==> config.mk <==
export PLATFORM = sky130hd
export DESIGN_NAME = mem_arbiter
export DESIGN_NICKNAME = d
export VERILOG_FILES = /design/src/rtl/mem_arbiter.sv
export SDC_FILE = /design/constraint.sdc
export NUM_CORES = 1
export LEC_CHECK = 0
export BUFFER_PORTS_ARGS = -buffer_cell sky130_fd_sc_hd__buf_2
export CELL_PAD_IN_SITES_DETAIL_PLACEMENT = 1
export CELL_PAD_IN_SITES_GLOBAL_PLACEMENT = 2
export CORE_MARGIN = 2
export CORE_UTILIZATION = 30
export CTS_BUF_LIST = sky130_fd_sc_hd__clkbuf_4 sky130_fd_sc_hd__clkbuf_8 sky130_fd_sc_hd__clkbuf_16
export CTS_CLUSTER_DIAMETER = 60
export DETAILED_ROUTE_END_ITERATION = 12
export GPL_ROUTABILITY_DRIVEN = 0
export PLACE_DENSITY = 0.85
export SLEW_MARGIN = 20
export SYNTH_ARGS = -nofsm -noshare
export SYNTH_HDL_FRONTEND = slang
export SYNTH_SLANG_ARGS = --single-unit
==> constraint.sdc <==
create_clock -name clkcpu -period 2.1 [get_ports clkcpu]
set_input_delay 0.105 -clock clkcpu [delete_from_list [all_inputs] [get_ports clkcpu]]
set_output_delay 0.105 -clock clkcpu [all_outputs]
set_load 0.01 [all_outputs]
==> src/rtl/mem_arbiter.sv <==
// mem_arbiter: arbitrates one memory-side bus master port between a CPU
// slave port and two read-only DMA requesters (video, sound).
//
// Ports
//   clkcpu, rst_i          clock (rising edge), asynchronous active-high reset
//   cpu_cyc/stb/we/sel/adr CPU bus cycle request; cpu_ack returned
//   vid_req/vid_adr        video quad-word request; vid_ack pulses per word
//   snd_req/snd_adr        sound quad-word request; snd_ack pulses per word
//   mem_*_o, mem_ack_i     registered memory master port
//   grant_o                current owner: 00 none, 01 CPU, 10 video, 11 sound
//
// Addresses are 32-bit word addresses carried as bits [23:2] (22 bits).
//
// Build option: define ARB_BURST_EN to issue each DMA quad as one
// incrementing burst (cti 010,010,010,111). Left undefined, a quad is four
// classic cycles with one idle strobe cycle (GAP) between beats.
module mem_arbiter (
  input  logic        clkcpu,
  input  logic        rst_i,
  input  logic        cpu_cyc,
  input  logic        cpu_stb,
  input  logic        cpu_we,
  input  logic [3:0]  cpu_sel,
  input  logic [21:0] cpu_adr,
  output logic        cpu_ack,
  input  logic        vid_req,
  input  logic [21:0] vid_adr,
  output logic        vid_ack,
  input  logic        snd_req,
  input  logic [21:0] snd_adr,
  output logic        snd_ack,
  output logic        mem_cyc_o,
  output logic        mem_stb_o,
  output logic        mem_we_o,
  output logic [3:0]  mem_sel_o,
  output logic [2:0]  mem_cti_o,
  output logic [21:0] mem_adr_o,
  input  logic        mem_ack_i,
  output logic [1:0]  grant_o
);

  typedef enum logic [1:0] {
    S_IDLE = 2'd0,
    S_CPU  = 2'd1,
    S_DMA  = 2'd2,
    S_GAP  = 2'd3
  } state_t;

  localparam logic [1:0] G_NONE = 2'b00;
  localparam logic [1:0] G_CPU  = 2'b01;
  localparam logic [1:0] G_VID  = 2'b10;
  localparam logic [1:0] G_SND  = 2'b11;

  localparam logic [2:0] CTI_CLASSIC  = 3'b000;
`ifdef ARB_BURST_EN
  localparam logic [2:0] CTI_INCR     = 3'b010;
  localparam logic [2:0] CTI_EOB      = 3'b111;
`endif
  localparam logic [2:0] STARVE_LIMIT = 3'd4;

  state_t      state, state_nxt;
  logic [1:0]  grant_nxt;
  logic [1:0]  beat, beat_nxt;
  logic [2:0]  starve, starve_nxt;
  logic [19:0] quad_base, quad_base_nxt;

  logic        cyc_nxt, stb_nxt, we_nxt;
  logic [3:0]  sel_nxt;
  logic [2:0]  cti_nxt;
  logic [21:0] adr_nxt;

  logic        cpu_req;
  logic        dma_adr_unused;

  assign cpu_req = cpu_cyc & cpu_stb;

  // DMA quads are always aligned, so the low word-select bits of the
  // requester addresses are intentionally dropped.
  assign dma_adr_unused = ^{vid_adr[1:0], snd_adr[1:0]};

  // Acks are combinational so the requester sees them in the same cycle
  // as the memory ack. CPU ack is suppressed once the CPU has abandoned
  // its cycle; DMA acks go only to the requester that owns the quad.
  assign cpu_ack = (state == S_CPU) & cpu_cyc & mem_ack_i;
  assign vid_ack = (state == S_DMA) & (grant_o == G_VID) & mem_ack_i;
  assign snd_ack = (state == S_DMA) & (grant_o == G_SND) & mem_ack_i;

  always_comb begin
    state_nxt     = state;
    grant_nxt     = grant_o;
    beat_nxt      = beat;
    starve_nxt    = starve;
    quad_base_nxt = quad_base;
    cyc_nxt       = mem_cyc_o;
    stb_nxt       = mem_stb_o;
    we_nxt        = mem_we_o;
    sel_nxt       = mem_sel_o;
    cti_nxt       = mem_cti_o;
    adr_nxt       = mem_adr_o;

    case (state)
      S_IDLE: begin
        if (!cpu_req) begin
          starve_nxt = 3'd0;
        end
        // A starved CPU wins over any DMA request; otherwise sound beats
        // video beats CPU.
        if (cpu_req && ((starve >= STARVE_LIMIT) || (!snd_req && !vid_req))) begin
          state_nxt  = S_CPU;
          grant_nxt  = G_CPU;
          starve_nxt = 3'd0;
          cyc_nxt    = 1'b1;
          stb_nxt    = 1'b1;
          we_nxt     = cpu_we;
          sel_nxt    = cpu_sel;
          cti_nxt    = CTI_CLASSIC;
          adr_nxt    = cpu_adr;
        end else if (snd_req || vid_req) begin
          state_nxt     = S_DMA;
          grant_nxt     = snd_req ? G_SND : G_VID;
          quad_base_nxt = snd_req ? snd_adr[21:2] : vid_adr[21:2];
          beat_nxt      = 2'd0;
          cyc_nxt       = 1'b1;
          stb_nxt       = 1'b1;
          we_nxt        = 1'b0;
          sel_nxt       = 4'hF;
`ifdef ARB_BURST_EN
          cti_nxt       = CTI_INCR;
`else
          cti_nxt       = CTI_CLASSIC;
`endif
          adr_nxt       = {quad_base_nxt, 2'b00};
        end
      end

      S_CPU: begin
        we_nxt  = cpu_we;
        sel_nxt = cpu_sel;
        adr_nxt = cpu_adr;
        // Completion and abort both end the cycle; an abort never acks.
        if (!cpu_cyc || mem_ack_i) begin
          state_nxt = S_IDLE;
          grant_nxt = G_NONE;
          cyc_nxt   = 1'b0;
          stb_nxt   = 1'b0;
        end
      end

      S_DMA: begin
        if (mem_ack_i) begin
          if (beat == 2'd3) begin
            state_nxt = S_IDLE;
            grant_nxt = G_NONE;
            beat_nxt  = 2'd0;
            cyc_nxt   = 1'b0;
            stb_nxt   = 1'b0;
            cti_nxt   = CTI_CLASSIC;
            if (cpu_req && (starve < STARVE_LIMIT)) begin
              starve_nxt = starve + 3'd1;
            end
          end else begin
            // Beat counter only ever replaces [3:2]; the quad base is fixed.
            beat_nxt = beat + 2'd1;
            adr_nxt  = {quad_base, beat_nxt};
`ifdef ARB_BURST_EN
            cti_nxt  = (beat_nxt == 2'd3) ? CTI_EOB : CTI_INCR;
`else
            state_nxt = S_GAP;
            stb_nxt   = 1'b0;
`endif
          end
        end
      end

      S_GAP: begin
        state_nxt = S_DMA;
        stb_nxt   = 1'b1;
      end

      default: begin
        state_nxt = S_IDLE;
        grant_nxt = G_NONE;
        cyc_nxt   = 1'b0;
        stb_nxt   = 1'b0;
      end
    endcase
  end

  always_ff @(posedge clkcpu or posedge rst_i) begin
    if (rst_i) begin
      state     <= S_IDLE;
      grant_o   <= G_NONE;
      beat      <= 2'd0;
      starve    <= 3'd0;
      quad_base <= 20'd0;
      mem_cyc_o <= 1'b0;
      mem_stb_o <= 1'b0;
      mem_we_o  <= 1'b0;
      mem_sel_o <= 4'h0;
      mem_cti_o <= CTI_CLASSIC;
      mem_adr_o <= 22'd0;
    end else begin
      state     <= state_nxt;
      grant_o   <= grant_nxt;
      beat      <= beat_nxt;
      starve    <= starve_nxt;
      quad_base <= quad_base_nxt;
      mem_cyc_o <= cyc_nxt;
      mem_stb_o <= stb_nxt;
      mem_we_o  <= we_nxt;
      mem_sel_o <= sel_nxt;
      mem_cti_o <= cti_nxt;
      mem_adr_o <= adr_nxt;
    end
  end

endmodule
==> results of run 1 <==
per-stage QoR:
step,std cells,utilization,power (mW),setup WS (ps)
floorplan,346,-,4.62,259
global placement,575,0.361,5.52,241
detailed placement,575,0.361,5.73,146
CTS,595,0.392,7.28,139
global route,596,0.394,7.88,15.9
finish,596,0.394,7.27,160
power breakdown:
part | leakage [nW] | switching [mW] | internal, mW | total, mW
combinational | 1.17 | 2.09 | 1.72 | 3.82
clock | 0.157 | 0.491 | 1.02 | 1.51
sequential | 0.714 | 0.280 | 1.66 | 1.94
total | 2.04 | 2.86 | 4.40 | 7.27
critical path, stage by stage, from the launching register on:
cell and delay (ps):
dfrtp_1 390, inv_1 110, ha_2 280, a21boi_2 240
a221o_2 250, buf_12 200, a21oi_1 60, a32o_1 270
how the worst max path moves through the flow:
stage                                    start                         to  slack (ps)  cells past startpoint
after floorplan           state[0]$_DFFE_PP0P_  mem_adr_o[16]$_DFFE_PP0P_         260                      6
after global placement    state[0]$_DFFE_PP0P_  mem_adr_o[20]$_DFFE_PP0P_         240                      7
after detailed placement  state[0]$_DFFE_PP0P_  mem_adr_o[17]$_DFFE_PP0P_         150                      7
after CTS                 state[0]$_DFFE_PP0P_  mem_adr_o[16]$_DFFE_PP0P_         140                      7
after global routing      state[0]$_DFFE_PP0P_  mem_adr_o[21]$_DFFE_PP0P_          20                      7
final                     state[0]$_DFFE_PP0P_  mem_adr_o[16]$_DFFE_PP0P_         160                      7
logic make-up after synthesis:
logic type / count (synthesis) / share of synthesized area
AO/OA/AOI/OAI: 115 / 0.248
adder cells (fa/ha/maj): 7 / 0.0255
buffers and inverters: 45 / 0.0755
flip-flops: 58 / 0.423
multiplexers: 28 / 0.0832
other: 1 / 0.00109
AND/OR/NAND/NOR: 90 / 0.143
metal layers:
metal / up-vias / routed length [um] / global-route usage
li1: 1470 / - / -
met1: 1559 / 4580 / 0.209
met2: 62 / 5370 / 0.311
met3: 18 / 267 / 0.0224
met4: 0 / 213 / 0.0700
met5: - / 0 / 0
timing repair:
item,in CTS,in global routing
hold buffers,4,0
hold endpoints to repair,33,0
endpoints found under the setup margin,0,2
buffers inserted,0,0
flip-flops by register name, indices dropped and copies added (netlist names):
register / flops
mem_sel_o: 4
grant_o: 2
mem_cyc_o: 1
starve: 3
beat: 2
state: 2
mem_adr_o: 22
mem_stb_o: 1
mem_we_o: 1
quad_base: 20
cells in the mapped netlist, types with 6 or more instances:
cell type and number:
a21oi_1 12, a21oi_2 12, a22oi_1 17, a32o_1 16, buf_6 6, clkbuf_1 13
dfrtp_1 58, ha_1 7, inv_1 13, mux2i_1 24, nand2_1 33, nand3b_1 19
nor2_1 6, o21ai_0 26, or3_1 16
layout make-up:
type                            count  area, um^2
Fill cell                        1297        6830
Clock inverter                      2        35.0
Inverter                           13        48.8
Tap cell                          143         179
Multi-Input combinational cell    243        1730
Sequential cell                    58        1450
Clock buffer                       14         275
Timing Repair Buffer              123         721
==> metrics.log, run 1 <==
[metrics] status: complete, no violations
[metrics] number of buffers on the longest clock path: 2
[metrics] commonest cells after routing, fill and taps aside: buf_2 (107), dfrtp_1 (58), nand2_1 (33)
[metrics] endpoint required time on the critical path: 2300 ps
[metrics] class of the tightest hold or removal check: in2reg
[metrics] endpoint of the worst hold-timing path: mem_we_o$_DFFE_PP0P_
[metrics] maximum number of pins on one net before global-route repair: 47
[metrics] Worst Tran Pin Value: 695 ps
[metrics] Ys Warns: 0
[metrics] Post-Synthesis Cell Area: 3430 um^2
[metrics] Pwr per Cell Area: ~1600 nW/um^2
[metrics] worst-case headroom to the max-slew limit: 0.536
[metrics] clock tree from TritonCTS: done
[metrics] Core ar.: 11300 um^2
[metrics] Worst EP arrival: 2140 ps
[metrics] Post-Place Cell Area: around 4000 um^2
[metrics] post-route standard cell area excluding fillers: between 4000 and 5000 um^2
[metrics] r2r worst-path depth: 7
[metrics] fraction of layout instances using a drive strength above 1: 0.355
[metrics] synthesis-to-finish area growth: 29.5%
[metrics] end of the worst register-to-register path: mem_adr_o[16]$_DFFE_PP0P_
[metrics] CTS Buf Count: 9
[metrics] period utilisation layout: 0.924
[metrics] final worst clock skew: 9.67 ps
[metrics] mean area per synthesized cell: 9.97 um^2
[metrics] Final TNS setup: 0 ps
[metrics] achievable frequency: 0.516 GHz
[metrics] total routing usage reported by global routing: 0.173
[metrics] Detailed Routing Iterations Pass 1: 4
[metrics] hpwl dp: 7300 um
[metrics] number of synthesized register bits: 58
[metrics] sequential fraction of the synthesis area: 0.423
[metrics] global-route wire length before repair: 17200 um
[metrics] final antenna-violating net count: 0
[metrics] Vert. Die Dim: 111 um
[metrics] number of rows created at floorplan: 39
[metrics] leakage power total: 2.04 nW
[metrics] WHS: 25.4 ps
[metrics] number of enable flip-flop cells after synthesis: 0
[metrics] top-area cell type share of the netlist area: 0.423
[metrics] # nets final: 533
[metrics] FF-to-FF setup slack: 160 ps
[metrics] total count of hold-check failures in the final report: 0
[metrics] Gate Count Post-Synth: between 300 and 400
[metrics] type of destination of the critical path: flip-flop
[metrics] main area contributors after synthesis: dfrtp_1 (42%), mux2i_1 (7.0%), a32o_1 (4.7%)
[metrics] DRC errors left: 0
[metrics] Clk Tree Root Cell: clkbuf_16
[metrics] prevailing post-synth register cell: dfrtp_1
[metrics] DRT iter0 DRCs: 131
[metrics] unrepaired setup endpoints after global routing: no
[metrics] via count: 3109
[metrics] ANT cells: 0
[metrics] number of cells on the worst hold path: 3
[metrics] worst setup path category: reg2reg
[metrics] antenna violations before repair: 0
[metrics] kind of launch point of the worst setup path: flip-flop
[metrics] Hold Path Origin: cpu_we
[metrics] Worst-path clk slew: 50 ps
[metrics] Chip Width: 111 um
[metrics] Top Ports: 115
[metrics] max-slew violations: 0
[metrics] VDD IR max: approximately 740 uV
[metrics] area leader, netlist: dfrtp_1
[metrics] post_cts resized: 0
[metrics] Cell variety after synth: 51
[metrics] top fanout value on the critical path: 22
[metrics] max-cap viol count: 0
[metrics] most common library cell in the layout ignoring fill and taps: buf_2
[metrics] CTS sink count: between 50 and 60
[metrics] final number of setup-violating endpoints: 0
[metrics] vias in the first global route: 3393
[metrics] final wirelength: 10400 um
[metrics] grt total ovfl: 0
[metrics] per-cell routed wire length: 17.5 um
[metrics] Clk Latency, worst-skew pair: 330 ps
[metrics] clock period minus worst slack: 1940 ps
[metrics] CTS H-tree depth: 3
[metrics] initial cell density of the core: 0.304
[metrics] R2R Path Start: state[0]$_DFFE_PP0P_
[metrics] number of port buffers: 107
[metrics] area enclosed by the die boundary: approximately 12000 um^2
[metrics] detail-routed via count per cell: 5.22
[metrics] asr flop ratio synth: 1.00
(Power assumes the default switching activity.)
==> inputs of run 2 (changes only) <==
==> constraint.sdc (replaced) <==
create_clock -name clkcpu -period 2.1 [get_ports clkcpu]
set_input_delay 0.105 -clock clkcpu [delete_from_list [all_inputs] [get_ports clkcpu]]
set_output_delay 0.105 -clock clkcpu [all_outputs]
set_load 0.1 [all_outputs]
==> run 2 against run 1 <==
Effect of this change: critical path depth decreased by 1; first-iteration DRC count fell by 18%; register-to-register slack improved by 30 ps; final cell count is 0.17% higher; design area grew 1.7%; worst hold slack better by 2.4 ps; worst setup slack improved by 26 ps; sequential share of layout area fell by 0.54 points; critical path type unchanged.
==> metrics.log, run 2 (synthesis results as in run 1) <==
[metrics] end-of-flow core utilization: 0.400
[metrics] endpoint required time on the critical path: 2300 ps
[metrics] total count of hold-check failures in the final report: 0
[metrics] number of flip-flops in the largest register: 22
[metrics] CTS Buf Count: 9
[metrics] FF-to-FF setup slack: 190 ps
[metrics] period utilisation layout: 0.911
[metrics] Worst Tran Pin Value: 615 ps
[metrics] CTS H-tree depth: 3
[metrics] DRT iter0 DRCs: ~110
[metrics] met1 track utilization from global routing: 0.213
[metrics] worst setup path category: reg2reg
[metrics] unrepaired setup endpoints after global routing: no
[metrics] Worst EP arrival: ~2100 ps
[metrics] status: complete, no violations
[metrics] commonest cells after routing, fill and taps aside: buf_2 (104), dfrtp_1 (58), nand2_1 (33)
[metrics] top fanout value on the critical path: 25
[metrics] number of buffers on the longest clock path: 2
[metrics] R2R Path Start: state[0]$_DFFE_PP0P_
[metrics] Clk Tree Root Cell: clkbuf_16
[metrics] antenna violations before repair: 1
[metrics] global-route wire length before repair: 17600 um
[metrics] max incr delay on CP: about 400 ps
[metrics] # nets final: 534
[metrics] Top Ports: roughly 120
[metrics] Vert. Die Dim: 111 um
[metrics] Slowest cell on crit path: dfrtp_1
[metrics] per-cell routed wire length: 17.7 um
[metrics] GR peak layer: met2
[metrics] number of port buffers: 107
[metrics] source of the critical timing path: state[0]$_DFFE_PP0P_
[metrics] hpwl dp: roughly 7500 um
[metrics] number of rows created at floorplan: 39
[metrics] Chip Width: 111 um
[metrics] Clk Latency, worst-skew pair: 330 ps
[metrics] total routing usage reported by global routing: 0.179
[metrics] via count: 3104
[metrics] cell-by-cell trace of the critical path: inv_1 > ha_1 > buf_12 > mux2i_1 > a21oi_1 > mux2_2
[metrics] kind of launch point of the worst setup path: flip-flop
[metrics] area enclosed by the die boundary: 12300 um^2
[metrics] vias in the first global route: 3416
[metrics] post_cts resized: 0
[metrics] most common library cell in the layout ignoring fill and taps: buf_2
[metrics] CP Capture Point: beat[1]$_DFFE_PP0P_
[metrics] synthesis-to-finish area growth: 31.7%
[metrics] Core ar.: approximately 11000 um^2
[metrics] initial cell density of the core: 0.304
[metrics] max-slew violations: 0
[metrics] largest register by flop count: mem_adr_o
[metrics] r2r worst-path depth: 6
[metrics] Detailed Routing Iterations Pass 1: 4
[metrics] Worst-path clk slew: 50 ps
[metrics] top flop regs: mem_adr_o (22), quad_base (20), mem_sel_o (4)
[metrics] CTS sink count: 58
[metrics] clock tree from TritonCTS: done
[metrics] global-route met2 utilization: 0.321
[metrics] met3 track demand over resource: 0.0355
[metrics] DRC errors left: 0
[metrics] final worst clock skew: roughly 9.6 ps
[metrics] final antenna-violating net count: 0
[metrics] end of the worst register-to-register path: beat[1]$_DFFE_PP0P_
[metrics] type of destination of the critical path: flip-flop
[metrics] grt total ovfl: 0
[metrics] fraction of layout instances using a drive strength above 1: 0.358
[metrics] final number of setup-violating endpoints: 0
[metrics] maximum number of pins on one net before global-route repair: 38
[metrics] clock period minus worst slack: 1910 ps
[metrics] achievable frequency: 0.522 GHz
[metrics] max-cap viol count: 0
[metrics] post-CTS setup-driven buffer insertion count: 0
[metrics] detail-routed via count per cell: 5.20
[metrics] final wirelength: 10600 um
[metrics] class of the tightest hold or removal check: in2reg
[metrics] worst-case headroom to the max-slew limit: 0.588
[run 2: cell types whose count changed in the layout (fill, tap and decap cells not counted), moves of 2 or more]
cell / change
buf_12: +4
buf_2: -3
nor2_1: -2
nor2_2: +2
[run 2: timing repair]
item                                   4_1_cts  5_1_grt
setup endpoints to repair                    0        0
hold buffers                                 5        0
endpoints found under the hold margin       27        0
[run 2: worst min path at each step]
stage                     startpoint                       end  slack [ps]  cells past startpoint
after global placement         rst_i  mem_sel_o[2]$_DFFE_PP0P_         190                      2
after detailed placement       rst_i  mem_sel_o[0]$_DFFE_PP0P_         200                      2
after global routing          cpu_we      mem_we_o$_DFFE_PP0P_          30                      3
final                         cpu_we      mem_we_o$_DFFE_PP0P_          30                      3
after CTS                     cpu_we      mem_we_o$_DFFE_PP0P_          20                      3
after floorplan           cpu_sel[0]  mem_sel_o[0]$_DFFE_PP0P_         230                      1
[run 2: cell type report]
type	instances	area, um^2
clock buffer	13	268
multi-input combinational	243	1730
timing repair buffer	124	771
sequential	58	1450
clock inverter	2	60.1
antenna	1	2.50
fill	1346	6760
inverter	13	48.8
tap	143	179
[run 2: per-layer routing]
metal	up-vias	wire length (um)
met1	1553	4550
li1	1475	-
met5	-	0
met4	0	169
met2	65	5450
met3	11	406
[run 2: worst max-delay path: cells and delay by family (launching register included)]
| family | cells | cell delay, ps |
|---|---|---|
| AO/OA/AOI/OAI | 1 | 250 |
| buffers and inverters | 2 | 340 |
| flip-flops | 1 | 400 |
| adder cells (fa/ha/maj) | 1 | 320 |
| multiplexers | 2 | 470 |
[run 2: through the flow]
stage,area (um^2),TNS [ps],worst slack [ps],cells,hold WS [ps]
global placement,4130,0,268,576,191
CTS,4510,0,198,596,22.2
global route,4510,0,20.7,597,32.6
detailed placement,4130,0,208,576,198
finish,4510,0,186,597,27.8
floorplan,3440,-128,-63.8,346,231
Power of run 2 is left out: the tool's default activity adds up to more than one toggle a clock period on the data nets, which glitch-free logic cannot reach.
==> inputs of run 3 (changes only) <==
--- a/config.mk
+++ b/config.mk
@@ -8,13 +8,14 @@
 export BUFFER_PORTS_ARGS = -buffer_cell sky130_fd_sc_hd__buf_2
 export CELL_PAD_IN_SITES_DETAIL_PLACEMENT = 1
 export CELL_PAD_IN_SITES_GLOBAL_PLACEMENT = 2
+export CORE_ASPECT_RATIO = 0.75
 export CORE_MARGIN = 2
-export CORE_UTILIZATION = 30
+export CORE_UTILIZATION = 27
 export CTS_BUF_LIST = sky130_fd_sc_hd__clkbuf_4 sky130_fd_sc_hd__clkbuf_8 sky130_fd_sc_hd__clkbuf_16
 export CTS_CLUSTER_DIAMETER = 60
 export DETAILED_ROUTE_END_ITERATION = 12
 export GPL_ROUTABILITY_DRIVEN = 0
-export PLACE_DENSITY = 0.85
+export PLACE_DENSITY = 0.82
 export SLEW_MARGIN = 20
 export SYNTH_ARGS = -nofsm -noshare
 export SYNTH_HDL_FRONTEND = slang
==> constraint.sdc (replaced) <==
create_clock -name clkcpu -period 1.7 [get_ports clkcpu]
set_input_delay 0.085 -clock clkcpu [delete_from_list [all_inputs] [get_ports clkcpu]]
set_output_delay 0.085 -clock clkcpu [all_outputs]
set_load 0.1 [all_outputs]
==> run 3 against run 2 <==
Effect of this change: the flow now finishes with violations (setup timing); die area is 11% higher; final cell count is 8.0% higher; sequential share of layout area is 2.1 points lower; sequential cell count stayed put; core utilization is 0.82 points lower; via count is 3.4% higher; register-to-register slack worse by 240 ps; worst setup slack worse by 240 ps; maximum frequency is 9.0% higher; design area is 7.3% higher; clock skew is 3.6 ps lower; critical path depth stayed put; largest cell class unchanged.
==> metrics.log, run 3 (synthesis results as in run 1) <==
[metrics] final number of setup-violating endpoints: 23
[metrics] area enclosed by the die boundary: 13600 um^2
[metrics] class of the tightest hold or removal check: in2reg
[metrics] internal power: 5.83 mW
[metrics] achievable frequency: 0.569 GHz
[metrics] clock tree from TritonCTS: done
[metrics] worst setup path category: reg2reg
[metrics] kind of launch point of the worst setup path: flip-flop
[metrics] sw frac: 0.520
[metrics] largest register by flop count: mem_adr_o
[metrics] clock share of power: 0.134
[metrics] end of the worst register-to-register path: mem_adr_o[19]$_DFFE_PP0P_
[metrics] commonest cells after routing, fill and taps aside: buf_2 (104), dfrtp_1 (56), nand2_1 (33)
[metrics] setup slack after layout: -56.4 ps
[metrics] fraction of power consumed by combinational cells: 0.665
[metrics] final worst clock skew: 5.98 ps
[metrics] vias in the first global route: 3384
[metrics] global-route wire length before repair: 17700 um
[metrics] DRT iter0 DRCs: 154
[metrics] unrepaired setup endpoints after global routing: yes
[metrics] hpwl dp: ~8000 um
[metrics] Worst EP arrival: 1970 ps
[metrics] r2r worst-path depth: 6
[metrics] detail-routed via count per cell: 4.98
[metrics] number of rows created at floorplan: 35
[metrics] sequential power share: 0.200
[metrics] grt total ovfl: 0
[metrics] Top Ports: 115
[metrics] leakage power total: between 2 and 2.5 nW
[metrics] max incr delay on CP: 410 ps
[metrics] most common library cell in the layout ignoring fill and taps: buf_2
[metrics] switching component of the power: 6.32 mW
[metrics] max-cap viol count: 0
[metrics] R2R Path Start: state[1]$_DFFE_PP0P_
[metrics] CTS sink count: slightly below 60
[metrics] top flop regs: mem_adr_o (22), quad_base (20), mem_sel_o (4)
[metrics] post-route standard cell area excluding fillers: slightly below 5000 um^2
[metrics] number of port buffers: ~110
[metrics] top fanout value on the critical path: 44
[metrics] CP Capture Point: mem_adr_o[19]$_DFFE_PP0P_
[metrics] number of flip-flops in the largest register: 22
[metrics] CTS H-tree depth: 3
[metrics] Post-Place Cell Area: about 4400 um^2
[metrics] Slowest cell on crit path: dfrtp_2
[metrics] type of destination of the critical path: flip-flop
[metrics] Vert. Die Dim: between 100 and 150 um
[metrics] WHS: 15.4 ps
[metrics] total routing usage reported by global routing: 0.167
[metrics] synthesis-to-finish area growth: 41.3%
[metrics] antenna violations before repair: 0
[metrics] ANT cells: 0
[metrics] Core ar.: 12300 um^2
[metrics] end-of-flow core utilization: 0.392
[metrics] count of fill cells added during filler insertion: between 1000 and 1500
[metrics] final antenna-violating net count: 0
[metrics] Worst-path clk slew: 50 ps
[metrics] final wirelength: 11200 um
[metrics] clock period minus worst slack: 1760 ps
[metrics] fraction of layout instances using a drive strength above 1: 0.432
[metrics] violated checks: setup timing
[metrics] # nets final: 560
[metrics] cell-by-cell trace of the critical path: inv_2 > ha_4 > a21boi_4 > a221o_2 > buf_12 > a22o_1
[metrics] Clk Tree Root Cell: clkbuf_16
[metrics] VDD IR max: about 1300 uV
[metrics] Post-Place Setup Slack: -137 ps
[metrics] Clk Latency, worst-skew pair: 330 ps
[metrics] Chip Width: 134 um
[metrics] initial cell density of the core: 0.278
[metrics] FF-to-FF setup slack: -60 ps
[metrics] maximum number of pins on one net before global-route repair: 45
[metrics] per-cell routed wire length: 17.4 um
[metrics] total count of hold-check failures in the final report: 0
[metrics] CTS Buf Count: 9
[metrics] max-slew violations: 0
[metrics] period utilisation layout: 1.03
[metrics] via count: about 3200
[metrics] Pwr per Cell Area: 2510 nW/um^2
[metrics] DRC errors left: 0
[metrics] Pwr Total: between 10 and 15 mW
[metrics] source of the critical timing path: state[1]$_DFFE_PP0P_
[metrics] endpoint required time on the critical path: ~1900 ps
[metrics] Detailed Routing Iterations Pass 1: 4
[metrics] number of buffers on the longest clock path: 2
[metrics] status: finished with violations
[run 3: cell types whose count changed in the layout (fill, tap and decap cells not counted), moves of 3 or more]
cell      previous run  this run
buf_4                8        29
a21oi_1             12         8
a21oi_2             12        16
clkinv_2             0         4
buf_12               7        10
ha_1                 6         3
[run 3: worst min-delay path by stage]
stage          startpoint                   endpoint  slack, ps  cells after the start
6_report           cpu_we       mem_we_o$_DFFE_PP0P_         20                      3
5_1_grt            cpu_we       mem_we_o$_DFFE_PP0P_         50                      3
4_1_cts            cpu_we       mem_we_o$_DFFE_PP0P_          1                      3
3_5_place_dp        rst_i  quad_base[16]$_DFFE_PP0P_        110                      2
3_3_place_gp        rst_i     grant_o[0]$_DFFE_PP0P_        120                      2
2_1_floorplan  cpu_sel[0]   mem_sel_o[0]$_DFFE_PP0P_        210                      1
[run 3: repair_timing]
item                                    CTS  global route
hold buffers                              5             0
hold endpoints to repair                 21             0
gates resized for setup                  13            13
pin swaps                                 3             1
buffers inserted                          5             0
endpoints found under the setup margin   33            37
[run 3: layout make-up]
| type | instances | area [um^2] | share of cell area |
|---|---|---|---|
| timing repair buffer | 150 | 1010 | 0.209 |
| multi-input combinational | 243 | 1860 | 0.385 |
| clock inverter | 6 | 35.0 | 0.00723 |
| clock buffer | 9 | 225 | 0.0465 |
| sequential | 58 | 1450 | 0.300 |
| tap | 166 | 208 | 0.0429 |
| inverter | 13 | 48.8 | 0.0101 |
[run 3: worst max-delay path: cells and delay by family (launching register included)]
family	cells	cell delay (ps)
AOI/OAI and AO/OA	3	770
DFF	1	410
buffers and inverters	2	260
adders and majority gates	1	160
[run 3: metrics by stage]
stage	cells	TNS (ps)
floorplan	346	-1180
global placement	620	-145
detailed placement	620	-1580
CTS	645	-1270
global route	645	-2030
finish	645	-573
[run 3: per-layer routing]
| layer | global-route usage | up-vias | part of all wire |
|---|---|---|---|
| li1 | - | 1525 | - |
| met1 | 0.215 | 1596 | 0.45 |
| met2 | 0.279 | 76 | 0.48 |
| met3 | 0.0445 | 14 | 0.048 |
| met4 | 0.0502 | 0 | 0.014 |
| met5 | 0 | - | 0 |
[run 3: power groups by stage]
stage | clock network (mW) | registers (mW) | logic (mW)
2_1_floorplan | 0 | 4.80 | 3.39
3_3_place_gp | 0 | 2.41 | 7.50
3_5_place_dp | 0 | 2.44 | 7.73
4_1_cts | 1.66 | 2.43 | 8.00
5_1_grt | 1.74 | 2.50 | 8.61
6_report | 1.63 | 2.43 | 8.09
